`config.mk`:
```
export PLATFORM = sky130hd
export DESIGN_NAME = id_decode_sb
export DESIGN_NICKNAME = d
export VERILOG_FILES = /design/src/rtl/id_decode_sb.sv
export SDC_FILE = /design/constraint.sdc
export NUM_CORES = 1
export LEC_CHECK = 0
export CORE_MARGIN = 3
export CORE_UTILIZATION = 30
export CTS_CLUSTER_DIAMETER = 30
export DETAILED_ROUTE_END_ITERATION = 12
export GPL_TIMING_DRIVEN = 0
export SETUP_SLACK_MARGIN = 0.15
export SLEW_MARGIN = 20
export SYNTH_ARGS = -nofsm -noshare
export SYNTH_HDL_FRONTEND = slang
export SYNTH_SLANG_ARGS = --single-unit
```
`constraint.sdc`:
```
create_clock -name clk -period 8.2 [get_ports clk]
set_input_delay 1.23 -clock clk [delete_from_list [all_inputs] [get_ports clk]]
set_output_delay 1.23 -clock clk [all_outputs]
set_load 0.05 [all_outputs]
```
`src/rtl/id_decode_sb.sv`:
```
// Instruction-decode stage with register file, per-register RAW scoreboard and
// stall/bubble generation. Optional macro ID_WB_BYPASS_EN forwards write-back data.
module id_decode_sb #(
   parameter int XLEN = 32,
   parameter int NREG = 16,
   parameter int AW   = 4,
   parameter int P_RD = 20,
   parameter int P_RS = 16
) (
   input  logic            clk,
   input  logic            rst,
   input  logic            valid_i,
   input  logic [31:0]     inst_i,
   output logic            stall_o,
   input  logic            stall_i,
   input  logic            flush_i,
   input  logic            wb_i,
   input  logic [AW-1:0]   wb_r_i,
   input  logic [XLEN-1:0] wb_data_i,
   output logic            valid_o,
   output logic            ctrl_inte_o,
   output logic            ctrl_logic_o,
   output logic            ctrl_shift_o,
   output logic            ctrl_ld_o,
   output logic            ctrl_st_o,
   output logic            ctrl_br_o,
   output logic            illegal_o,
   output logic            immf_o,
   output logic [XLEN-1:0] imm_value_o,
   output logic [AW-1:0]   rd_addr_o,
   output logic [XLEN-1:0] rd_value_o,
   output logic [XLEN-1:0] rs_value_o
);

   // decode vector layout: {inte, logic, shift, ld, st, br, imm16, rsv, und}
   function automatic logic [8:0] decode(input logic [6:0] opc);
      logic [8:0] d;
      case (opc)
         7'h00, 7'h01, 7'h02, 7'h03,
         7'h05, 7'h06, 7'h07:                 d = 9'b100000010;
         7'h04:                               d = 9'b100000000;
         7'h08, 7'h09, 7'h0A, 7'h0C, 7'h0D:   d = 9'b001000110;
         7'h10, 7'h11, 7'h12, 7'h13:          d = 9'b010000010;
         7'h16, 7'h17:                        d = 9'b000000010;
         7'h18:                               d = 9'b000100010;
         7'h19:                               d = 9'b000010010;
         7'h1C, 7'h1D, 7'h1E, 7'h1F:          d = 9'b000001010;
         default:                             d = 9'b000000001;
      endcase
      return d;
   endfunction

   function automatic logic [XLEN-1:0] ext_imm(input logic [15:0] imm, input logic zext);
      logic signed [15:0]     s16;
      logic signed [XLEN-1:0] sx;
      s16 = imm;
      sx  = s16;
      return zext ? XLEN'(imm) : sx;
   endfunction

   logic [6:0]      opc_p0;
   logic            immf_p0;
   logic [AW-1:0]   rd_p0, rs_p0;
   logic [15:0]     imm_p0;
   logic [8:0]      dec_p0;
   logic [XLEN-1:0] rd_val_p0, rs_val_p0;
   logic            hazard_p0, issue_p0;

   logic [XLEN-1:0] rf [NREG];
   logic [NREG-1:0] sb, sb_eff;

   assign opc_p0  = inst_i[31:25];
   assign immf_p0 = inst_i[24];
   assign rd_p0   = inst_i[P_RD +: AW];
   assign rs_p0   = inst_i[P_RS +: AW];
   assign imm_p0  = inst_i[15:0];
   assign dec_p0  = decode(opc_p0);

`ifdef ID_WB_BYPASS_EN
   // A same-cycle write-back both supplies the operand and resolves the reservation.
   always_comb begin
      sb_eff = sb;
      if (wb_i) sb_eff[wb_r_i] = 1'b0;
      rd_val_p0 = (wb_i && wb_r_i == rd_p0) ? wb_data_i : rf[rd_p0];
      rs_val_p0 = (wb_i && wb_r_i == rs_p0) ? wb_data_i : rf[rs_p0];
   end
`else
   assign sb_eff    = sb;
   assign rd_val_p0 = rf[rd_p0];
   assign rs_val_p0 = rf[rs_p0];
`endif

   assign hazard_p0 = valid_i & ~dec_p0[0] & (sb_eff[rd_p0] | (sb_eff[rs_p0] & ~immf_p0));
   assign stall_o   = valid_i & (hazard_p0 | stall_i) & ~flush_i;
   assign issue_p0  = valid_i & ~hazard_p0 & ~stall_i & ~flush_i;

   // ---- stage boundary: decode -> execute output register ----
   always_ff @(posedge clk or negedge rst) begin
      if (!rst) begin
         valid_o      <= 1'b0;
         {ctrl_inte_o, ctrl_logic_o, ctrl_shift_o, ctrl_ld_o, ctrl_st_o, ctrl_br_o} <= '0;
         illegal_o    <= 1'b0;
         immf_o       <= 1'b0;
         imm_value_o  <= '0;
         rd_addr_o    <= '0;
         rd_value_o   <= '0;
         rs_value_o   <= '0;
      end else if (flush_i) begin
         valid_o   <= 1'b0;
         {ctrl_inte_o, ctrl_logic_o, ctrl_shift_o, ctrl_ld_o, ctrl_st_o, ctrl_br_o} <= '0;
         illegal_o <= 1'b0;
      end else if (!stall_i) begin
         if (issue_p0) begin
            valid_o     <= 1'b1;
            {ctrl_inte_o, ctrl_logic_o, ctrl_shift_o, ctrl_ld_o, ctrl_st_o, ctrl_br_o} <= dec_p0[8:3];
            illegal_o   <= dec_p0[0];
            immf_o      <= immf_p0;
            imm_value_o <= ext_imm(imm_p0, dec_p0[2]);
            rd_addr_o   <= rd_p0;
            rd_value_o  <= rd_val_p0;
            rs_value_o  <= rs_val_p0;
         end else begin
            valid_o   <= 1'b0;
            {ctrl_inte_o, ctrl_logic_o, ctrl_shift_o, ctrl_ld_o, ctrl_st_o, ctrl_br_o} <= '0;
            illegal_o <= 1'b0;
         end
      end
   end

   always_ff @(posedge clk or negedge rst) begin
      if (!rst) begin
         for (int i = 0; i < NREG; i++) rf[i] <= '0;
      end else if (wb_i) begin
         rf[wb_r_i] <= wb_data_i;
      end
   end

   // A reservation made this cycle overrides a write-back clearing the same entry.
   always_ff @(posedge clk or negedge rst) begin
      if (!rst) begin
         sb <= '0;
      end else begin
         for (int i = 0; i < NREG; i++) begin
            if (issue_p0 && dec_p0[1] && rd_p0 == AW'(i))
               sb[i] <= 1'b1;
            else if (wb_i && wb_r_i == AW'(i))
               sb[i] <= 1'b0;
         end
      end
   end

endmodule

```
* Word-level counts from Yosys, hierarchy flattened
Memories as Yosys holds them, arrays and structs flattened.
Index checks and enable logic that the tools add are counted.
** Word-level totals
- Register bits :: 637
- Memory bits (read-only) :: 288
- Output and inout bits :: 110
- Logic and storage cells :: 226
- Memories :: 1
** Cells by class
- $lt $le $gt $ge :: 6
- Eq/ne operators :: 31
- Muxes and demuxes :: 71
- Bitwise gates (word level) :: 18
- Reduce and logical (&&, ||, !) cells :: 54
** Memory list
- (no name shown) :: words 32, width 9, read ports 1, clocked after Yosys merged registers in 0, write ports 0, line 38 : case (opc)
** Operator list (number)
- $bwmux W512 :: 1
- $bmux W32 S4 :: 2
- $mux W32 :: 6
- $demux W32 S4 :: 1
- $eq A4 B4 Y1 const B :: 16
- $mux W1 :: 58
- $logic_and A1 B1 Y1 :: 34
- $eq A4 B3 Y1 const B :: 8
- $reduce_bool A2 Y1 :: 16
- $eq A4 B2 Y1 const B :: 4
- $ge A5 B5 Y1 const B :: 3
- $not A4 Y5 :: 3
- $lt A4 B5 Y1 const B :: 2
- $mux W9 :: 1
- $and A1 B1 Y1 :: 8
- $bmux W1 S4 :: 2
- $eq A4 B1 Y1 const B :: 2
- $logic_not A4 Y1 :: 2
- $lt A5 B1 Y1 const B :: 1
- $not A1 Y1 :: 5
- $reduce_and A3 Y1 :: 1
- $logic_not A2 Y1 :: 1
- $ne A2 B1 Y1 const B :: 1
- $or A1 B1 Y1 :: 2

* Logic depth before layout (Yosys ltp)
Gate-level depths: netlist of the first run.
- Depth after elaboration :: 12
- Gate-level depth with buffers :: 9
- Depth with buffers taken out :: 6

* Least setup slack after synthesis of the first run
Ideal clock, no wire load.
- Kind :: in2out
- Start point :: input inst_i[17]
- End point :: output stall_o
- Data arrival time :: 3.440 ns
- Setup slack :: 3.530 ns
- Cell stages on the path :: 9
- Buffers on the path :: 3
- Path through :: buf_2 > mux4_2 > nand2b_1 > and4b_1 > or3_1 > and3_1 > clkbuf_1 > clkbuf_1 > o21a_1
** On the way
- Longest elaborated chain between the ends :: 8
** Ends and longest elaborated chain
- start, declared :: line 13 : input logic [31:0] inst_i,
- $bmux W1 S4 :: line 93 : assign hazard_p0 = valid_i & ~dec_p0[0] & (sb_eff[rd_p0] | (sb_eff[rs_p0] & ~immf_p0));
- $mux W1 (not written as such) :: line 93
- $and A1 B1 Y1 :: line 93
- $or A1 B1 Y1 :: line 93
- $and A1 B1 Y1 :: line 93
- $or A1 B1 Y1 :: line 94 : assign stall_o = valid_i & (hazard_p0 | stall_i) & ~flush_i;
- $and A1 B1 Y1 (2 in a row) :: line 94
- end, declared :: line 14 : output logic stall_o,
No other way between the ends. The select of a mux whose other input is x is not followed.

* Worst setup path in the final report of the first run
- Start point :: input inst_i[21]
- End point :: output stall_o
** On the way
- Longest elaborated chain between the ends :: 7
** Ends and longest elaborated chain (line)
- $bmux W1 S4 :: 93
- $mux W1 (not written as such) :: 93
- $or A1 B1 Y1 :: 93
- $and A1 B1 Y1 :: 93
- $or A1 B1 Y1 :: 94
- $and A1 B1 Y1 (2 in a row) :: 94
No other way between the ends. The select of a mux whose other input is x is not followed.

==> results of run 1 <==
## per-layer routing
layer	part of all wire [%]	routed length, um	GRT usage (%)
met1	39	38600	22.3
met2	49	48700	30.2
met3	8.2	8190	5.87
met4	3.8	3810	7.78
met5	0.061	61	0
## cells in the final DEF (no fill, tap or decap), types with 8 or more instances in the layout
cell type        synthesis  layout
dfrtp_1                622     622
mux2_2                 580     580
clkbuf_2                 0      19
clkbuf_16                0     147
nor2_1                  15      15
or3_1                    9       9
buf_4                   16      16
buf_2                    9      24
bufinv_16                0      13
clkbuf_1               132     147
mux4_2                 326     326
clkdlybuf4s50_1          0     176
clkinv_16                0       8
buf_1                   33      11
clkinv_2                 0      25
clkinvlp_4               0      12
o21ai_0                 23      23
clkbuf_8                 0      29
or4_1                    8       8
mux2i_1                  8       8
nand2b_1                10      10
mux2_1                  17      17
nand2_1                 16      16
## worst paths after layout
kind                                   end  cells past startpoint
setup reg to reg            rd_value_o[12]                      7
hold / removal                   ctrl_br_o                      2
max in group asynchronous          rf[399]                      3
hold reg to reg                  ctrl_br_o                      2
setup / recovery                   stall_o                     11
min in group asynchronous  imm_value_o[30]                      1
## state kept, by name, indices dropped and copies added, names as in the netlist, 4 cells and up
name	count
rd_value_o	32
rf	512
rs_value_o	32
rd_addr_o	4
imm_value_o	17
sb	16
## per-stage QoR
step / hold slack (ns) / total power [mW] / cell area [um^2] / utilization (%) / std cells
detailed placement: 0.469 / 7.53 / 34900 / 34.0 / 3424
CTS: 0.478 / 13.5 / 40100 / 39.1 / 3694
floorplan: 0.461 / 6.42 / 31300 / - / 1873
finish: 0.476 / 13.4 / 40100 / 39.1 / 3699
global placement: 0.465 / 7.37 / 34700 / 33.9 / 3418
global route: 0.492 / 13.9 / 40100 / 39.1 / 3695
## worst reg2reg max path: stages (launching register included)
cell and delay (ns):
dfrtp_1 0.40, mux4_2 0.48, mux2i_1 0.16, mux2i_1 0.09, or3_1 0.48, a211oi_2 0.82
buf_2 0.61, mux2_2 0.41
## kinds of logic after synthesis
group                  synth area share, %
buffers and inverters                 2.64
AND/OR/NAND/NOR                       1.40
flip-flops                            49.8
AO/OA/AOI/OAI                        0.913
multiplexers                          45.2
## layout make-up
cell class	instances	area (um^2)
Inverter	5	18.8
Fill cell	9275	62500
Multi-Input combinational cell	1054	14900
Sequential cell	622	15600
Clock buffer	203	4180
Timing Repair Buffer	184	1950
Tap cell	1368	1710
Antenna cell	4	10.0
Buffer	192	850
Clock inverter	67	958
## power groups by stage
stage,Sequential (mW),Combinational (mW),Clock [mW]
after global routing,4.47,3.26,6.16
after floorplan,4.82,1.60,0
final,4.39,3.10,5.88
after global placement,4.33,3.04,0
after detailed placement,4.41,3.12,0
after CTS,4.37,3.13,5.97
==> results.tsv, run 1 <==
metric	value	unit
status	complete, no violations	
drc_errors	0	
crit_path_top_delay_cell	clkdlybuf4s50_1	
drt.antenna.violating_nets	0	
switching_share	29.5	%
critical-path-top-delay-family	buffers and inverters	
yosysTopAreaCell	dfrtp_1	
syn_inst	1873	
synth_top_area_share	49.8	%
wl_per_cell	26.9	um
synth_top_cells_by_count	dfrtp_1 (622), mux2_2 (580), mux4_2 (326)	
syn_to_final_growth	28.3	%
grt_max_degree	108	
cts-resized-gates	0	
maxCapViolCount	0	
syn_area	0.0313	mm^2
fin_skew	0.0299	ns
antenna_found_initial	13	
port_buffers	177	
setup_slack	1.85	ns
cp.buffers_inverters	5	
min_path_type	register to register	
clk_path_buf_depth	3	
critical_path.cell_chain	clkdlybuf4s50_1 > clkbuf_1 > mux4_2 > mux2i_1 > mux2i_1 > or3_1 > and3_1 > clkbuf_1 > clkbuf_1 > o21a_1 > clkdlybuf4s50_1	
synth_area_leaders	dfrtp_1 (50%), mux4_2 (23%), mux2_2 (21%), clkbuf_1 (1.6%), mux2_1 (0.61%)	
die_area	0.108	mm^2
max_freq	0.158	GHz
worst_slew_pin_slew	1.22	ns
combPwrFrac	23.2	%
dp.final_hpwl	66500	um
hold_violations	0	
r2r_slack	4.65	ns
drtIter0Drc	1515	
die_w	329	um
grt-ovfl-total	0	
htree_levels	4	
grt_first_pass_wirelength	146000	um
drive_gt1_share	52.4	%
synth_edf_count	0	
leakage	16.3	nW
cts_setup_buffers	0	
cp_common_cell	clkbuf_1	
power_density	333	mW/mm^2
crit_required	6.97	ns
critPathMaxFanout	10	
p_sw	3.94	mW
clkPwrFrac	44.0	%
hp-start	ctrl_br_o	
seq_area_frac_synth	49.8	%
ys_warn_count	0	
syn_nets	1947	
start_kind	primary input	
relSlewSlack	18.7	%
first_global_vias	21859	
final-setup-viol-count	0	
worst_path_largest_cell_delay	0.70	ns
wirelength	99400	um
clock_latency	0.73	ns
rsz0062_at_grt	false	
synth_most_common_cell	dfrtp_1	
drt_pre_antenna_iters	5	
min_period_over_period	77.4	%
vias_per_cell	5.37	
end_kind	output pin	
cts_tree	yes	
root_buffer	clkbuf_16	
synth_ff_type	dfrtp_1	
drv_slew	0	
grt_usage	18.4	%
timing.rr.start	sb[11]	
dieHeight	329	um
core_region_area	0.103	mm^2
clock-sinks	622	
startpoint	inst_i[21]	
path_clk_slew	0.04	ns
fin_crit	6.35	ns
peakVddDrop	0.192	mV
synthArstFlopShare	100	%
synth_cell_types	39	
pre_cts_ws	1.91	ns
vias	19852	
ys_ff_latch	622	
start_util	30.5	%
numCtsBuffers	147	
routabilityCongestion	0.805	
internal_power	9.43	mW
rows	117	
fin_nets	2280	
pwr-share-seq	32.8	%
critPathKind	primary input to output pin	
cts_hold_buf	0	
avgSynthCellArea	16.7	um^2
ios	184	
fin_tns_setup	0	ns
cp.arrival	5.12	ns
No activity file was read; power rests on OpenSTA's default activity.
==> inputs of run 2 (changes only) <==
==> constraint.sdc (replaced) <==
create_clock -name clk -period 5.8 [get_ports clk]
set_input_delay 0.87 -clock clk [delete_from_list [all_inputs] [get_ports clk]]
set_output_delay 0.87 -clock clk [all_outputs]
set_load 0.05 [all_outputs]
==> run 2 against run 1 <==
Die area unchanged. Setup slack got worse by 1.2 ns. Highest routed layer unchanged. Critical path type unchanged. Final area about the same. Via count hardly changed. Routed wire length about the same. Sequential share of layout area about the same. Critical path depth is the same. Power increased by 41%. Sequential power is 41% higher.
==> results.tsv, run 2 (synthesis results as in run 1) <==
metric	value	unit
status	complete, no violations	
final-setup-viol-count	0	
clock-sinks	622	
start_util	30.5	%
final_util	39.1	%
fin_tns_setup	0	ns
critPathKind	primary input to output pin	
hold_violations	0	
cts_tree	yes	
root_buffer	clkbuf_16	
grt_max_degree	108	
dieHeight	329	um
ios	184	
fin_nets	2280	
drv_slew	0	
drive_gt1_share	52.4	%
cts_setup_buffers	0	
fin_crit	5.12	ns
power_density	471	mW/mm^2
leakage	16.3	nW
relSlewSlack	18.8	%
drt.antenna.violating_nets	0	
max_freq	0.195	GHz
die_area	0.108	mm^2
rows	117	
path_clk_slew	0.04	ns
crit_path_top_delay_cell	mux4_2	
rsz0062_at_grt	false	
maxCapViolCount	0	
grt-ovfl-total	0	
syn_to_final_growth	28.3	%
wirelength	99500	um
antenna_found_initial	13	
vias_per_cell	5.36	
dp.final_hpwl	66500	um
grt_first_pass_wirelength	146000	um
pre_cts_ws	0.230	ns
critical_path.cell_chain	clkdlybuf4s50_1 > buf_2 > mux4_2 > mux2i_1 > mux2i_1 > or3_1 > and3_1 > clkbuf_1 > clkbuf_1 > o21a_1 > dlymetal6s2s_1	
drc_errors	0	
vias	19833	
min_period_over_period	88.2	%
nFillCells	9276	
layout_common_cells	dfrtp_1 (622), mux2_2 (580), mux4_2 (326)	
numCtsBuffers	147	
cts-resized-gates	0	
cts_hold_buf	0	
drt_pre_antenna_iters	5	
worst_slew_pin_slew	1.22	ns
die_w	329	um
setup_slack	0.682	ns
routabilityCongestion	0.805	
final_common_cell	dfrtp_1	
wl_per_cell	26.9	um
drtIter0Drc	1524	
crit_required	4.93	ns
port_buffers	177	
r2r_slack	2.28	ns
regMostFlops	rf	
first_global_vias	21859	
end_kind	output pin	
critPathMaxFanout	10	
largest_register_ffs	512	
fin_hold_ws	0.128	ns
min_path_type	primary input to asynchronous set/reset pin	
start_kind	primary input	
clk_path_buf_depth	3	
p_total	18.9	mW
fin_skew	0.0291	ns
core_region_area	0.103	mm^2
htree_levels	4	
peakVddDrop	0.272	mV
clock_latency	0.73	ns
worst_path_largest_cell_delay	0.56	ns
top_regs	rf x512, rd_value_o x32, rs_value_o x32	
cp.arrival	4.25	ns
grt_usage	18.4	%
[run 2: cell count changes in the layout (fill, tap and decap cells not counted), sizes merged]
cell	delta
clkdlybuf4s50	-1
dlymetal6s2s	+1
[run 2: layout make-up]
| class | instances | area [um^2] | area share (%) |
|---|---|---|---|
| Tap cell | 1368 | 1710 | 4.27 |
| Timing Repair Buffer | 184 | 1960 | 4.87 |
| Sequential cell | 622 | 15600 | 38.8 |
| Clock inverter | 67 | 958 | 2.39 |
| Buffer | 192 | 851 | 2.12 |
| Inverter | 5 | 18.8 | 0.0468 |
| Clock buffer | 203 | 4180 | 10.4 |
| Antenna cell | 4 | 10.0 | 0.0250 |
| Multi-Input combinational cell | 1054 | 14900 | 37.1 |
[run 2: worst paths after layout]
check | start | end | cells after the start
max | inst_i[20] | stall_o | 11
min | rst | imm_value_o[30] | 1
max reg2reg | sb[11] | rd_value_o[12] | 7
min reg2reg | ctrl_br_o | ctrl_br_o | 2
max in group asynchronous | rst | rf[399] | 3
min in group clk | ctrl_br_o | ctrl_br_o | 2
[run 2: stage by stage]
step / instances / instance area [um^2]
global placement: 3418 / 34700
finish: 3699 / 40100
CTS: 3694 / 40100
global route: 3695 / 40100
floorplan: 1873 / 31300
detailed placement: 3424 / 34900
[run 2: per-layer routing]
metal / part of all wire (%) / vias to the layer above / global-route usage, %
met5: 0.061 / - / 0
met4: 3.9 / 12 / 7.78
met3: 8.1 / 233 / 5.87
li1: - / 8023 / -
met1: 39 / 10783 / 22.3
met2: 49 / 782 / 30.2
[run 2: critical path, delay by kind of cell]
kind,cells,cell delay [ns]
AO/OA/AOI/OAI,1,0.25
buffers and inverters,5,1.67
multiplexers,3,0.78
AND/OR/NAND/NOR,2,0.66
[run 2: report_power, final]
part	internal, mW	switching [mW]	total (mW)
combinational	2.26	2.12	4.38
sequential	5.44	0.764	6.20
clock	5.63	2.69	8.32
total	13.3	5.57	18.9
==> inputs of run 3 (changes only) <==
--- a/config.mk
+++ b/config.mk
@@ -6,10 +6,11 @@
 export NUM_CORES = 1
 export LEC_CHECK = 0
 export CORE_MARGIN = 3
-export CORE_UTILIZATION = 30
+export CORE_UTILIZATION = 54
 export CTS_CLUSTER_DIAMETER = 30
 export DETAILED_ROUTE_END_ITERATION = 12
 export GPL_TIMING_DRIVEN = 0
+export PLACE_DENSITY = 0.76
 export SETUP_SLACK_MARGIN = 0.15
 export SLEW_MARGIN = 20
 export SYNTH_ARGS = -nofsm -noshare
==> run 3 against run 2 <==
Combinational power down 1%. Power shrank 2.3%. Clock-buffer cell count shrank 23. Largest power group unchanged. Clock power is 4.4% lower. Routed wire length decreased by 10%. Clock skew is 0.0039 ns lower. Register-to-register slack lost 0.02 ns. Sequential cell count unchanged. Final area down 2.8%. Via count is 0.45% higher. Critical path type unchanged. Setup slack worse by 0.43 ns. Utilization is 29 points higher.
==> results.tsv, run 3 (synthesis results as in run 1) <==
metric	value	unit
rr_endpoint	rs_value_o[16]	
dieHeight	247	um
clkPwrFrac	43.1	%
vias_per_cell	6.51	
maxCapViolCount	0	
combPwrFrac	23.4	%
clk_path_buf_depth	3	
first_global_vias	21902	
clock_latency	0.71	ns
power_density	474	mW/mm^2
vias	19923	
max_freq	0.180	GHz
fin_tns_setup	0	ns
fin_crit	5.55	ns
min_period_over_period	95.6	%
port_buffers	177	
drt.antenna.violating_nets	0	
multi_input_area	0.0149	mm^2
regMostFlops	rf	
die_w	247	um
routabilityCongestion	0.865	
final-setup-viol-count	0	
path_clk_slew	0.04	ns
drive_gt1_share	51.7	%
cts_setup_buffers	0	
r2r_slack	2.26	ns
rsz0062_at_grt	false	
grt_max_degree	105	
final_util	68.6	%
critPathMaxFanout	10	
worst_slew_pin_slew	1.20	ns
nFillCells	3729	
p_total	18.5	mW
cts_hold_buf	0	
antenna_found_initial	1	
cp.arrival	4.68	ns
hold_violations	0	
cts_tree	yes	
ios	184	
grt_usage	30.6	%
core_region_area	0.0568	mm^2
min_path_type	primary input to asynchronous set/reset pin	
clock-sinks	622	
die_area	0.0608	mm^2
fin_skew	0.0251	ns
critPathKind	primary input to output pin	
rows	87	
numCtsBuffers	138	
top_regs	rf x512, rd_value_o x32, rs_value_o x32	
fin_nets	2271	
timing.rr.start	sb[0]	
htree_levels	4	
relSlewSlack	19.8	%
syn_to_final_growth	24.7	%
crit_required	4.93	ns
largest_register_ffs	512	
p_sw	5.27	mW
status	complete, no violations	
drt_pre_antenna_iters	5	
start_kind	primary input	
reg2reg_depth	7	
start_util	55.0	%
internal_power	13.2	mW
switching_share	28.5	%
cts-resized-gates	0	
seq_area	0.0156	mm^2
pwr-share-seq	33.5	%
peakVddDrop	0.317	mV
wl_per_cell	29.2	um
wirelength	89300	um
final_common_cell	dfrtp_1	
drv_slew	0	
layout_common_cells	dfrtp_1 (622), mux2_2 (580), mux4_2 (326)	
grt-ovfl-total	0	
grt_first_pass_wirelength	137000	um
drtIter0Drc	1437	
drc_errors	0	
dp.final_hpwl	58100	um
root_buffer	clkbuf_16	
end_kind	output pin	
leakage	16.1	nW
==> run 3: changes by cell type in the layout (fill, tap and decap cells not counted), moves of 2 or more <==
cell and delta:
buf_1 +7, buf_2 -8, bufinv_16 +4, clkbuf_1 -2
clkbuf_16 -2, clkbuf_2 -8, clkbuf_8 -10, clkinv_16 -8
clkinv_2 +7, clkinvlp_4 -3, diode_2 -2
==> run 3: layer usage <==
metal	GRT usage, %	share of wire (%)
met5	0	0
met4	15.2	4.7
met3	7.90	7.2
met2	49.2	49
met1	38.9	39
==> run 3: area by class of cell <==
class                   instances  share of cell area (%)
multi-input cells            1054                    38.1
diodes                          2                  0.0128
well taps                     756                    2.43
inverters                       5                  0.0482
plain buffers                 192                    2.13
flip-flops and latches        622                    39.9
clock buffers                 180                    10.1
repair buffers                184                    5.01
clock inverters                66                    2.15
==> run 3: through the flow <==
stage	hold WS, ns	setup WS, ns	std cells	instance area (um^2)
finish	0.110	0.253	3061	39000
global route	0.137	0.156	3059	39000
CTS	0.0910	0.249	3059	39000
detailed placement	0.471	0.292	2813	34200
global placement	0.465	-22.54	2806	34000
floorplan	0.461	1.85	1873	31300
==> run 3: worst max-delay path, cell delays in order <==
cell	delay (ns)
clkdlybuf4s50_1	0.49
clkbuf_1	0.55
mux4_2	0.42
mux2i_1	0.16
mux2i_1	0.09
or3_1	0.47
and3_1	0.21
clkbuf_1	0.19
clkbuf_1	0.28
o21a_1	0.24
clkdlybuf4s50_1	0.70
==> run 3: power by group through the flow <==
stage | Sequential, mW | Clock, mW | Combinational [mW]
2_1_floorplan | 6.81 | 0 | 2.26
3_3_place_gp | 6.12 | 0 | 4.19
3_5_place_dp | 6.21 | 0 | 4.30
4_1_cts | 6.17 | 8.03 | 4.34
5_1_grt | 6.33 | 8.26 | 4.53
6_report | 6.19 | 7.95 | 4.32
==> run 3: worst max path at each step <==
| stage | from | endpoint | cells past startpoint |
|---|---|---|---|
| final | inst_i[21] | stall_o | 11 |
| after global routing | inst_i[21] | stall_o | 11 |
| after CTS | inst_i[21] | stall_o | 11 |
| after detailed placement | inst_i[21] | stall_o | 11 |
| after global placement | rst | rf[16] | 1 |
| after floorplan | inst_i[17] | stall_o | 9 |
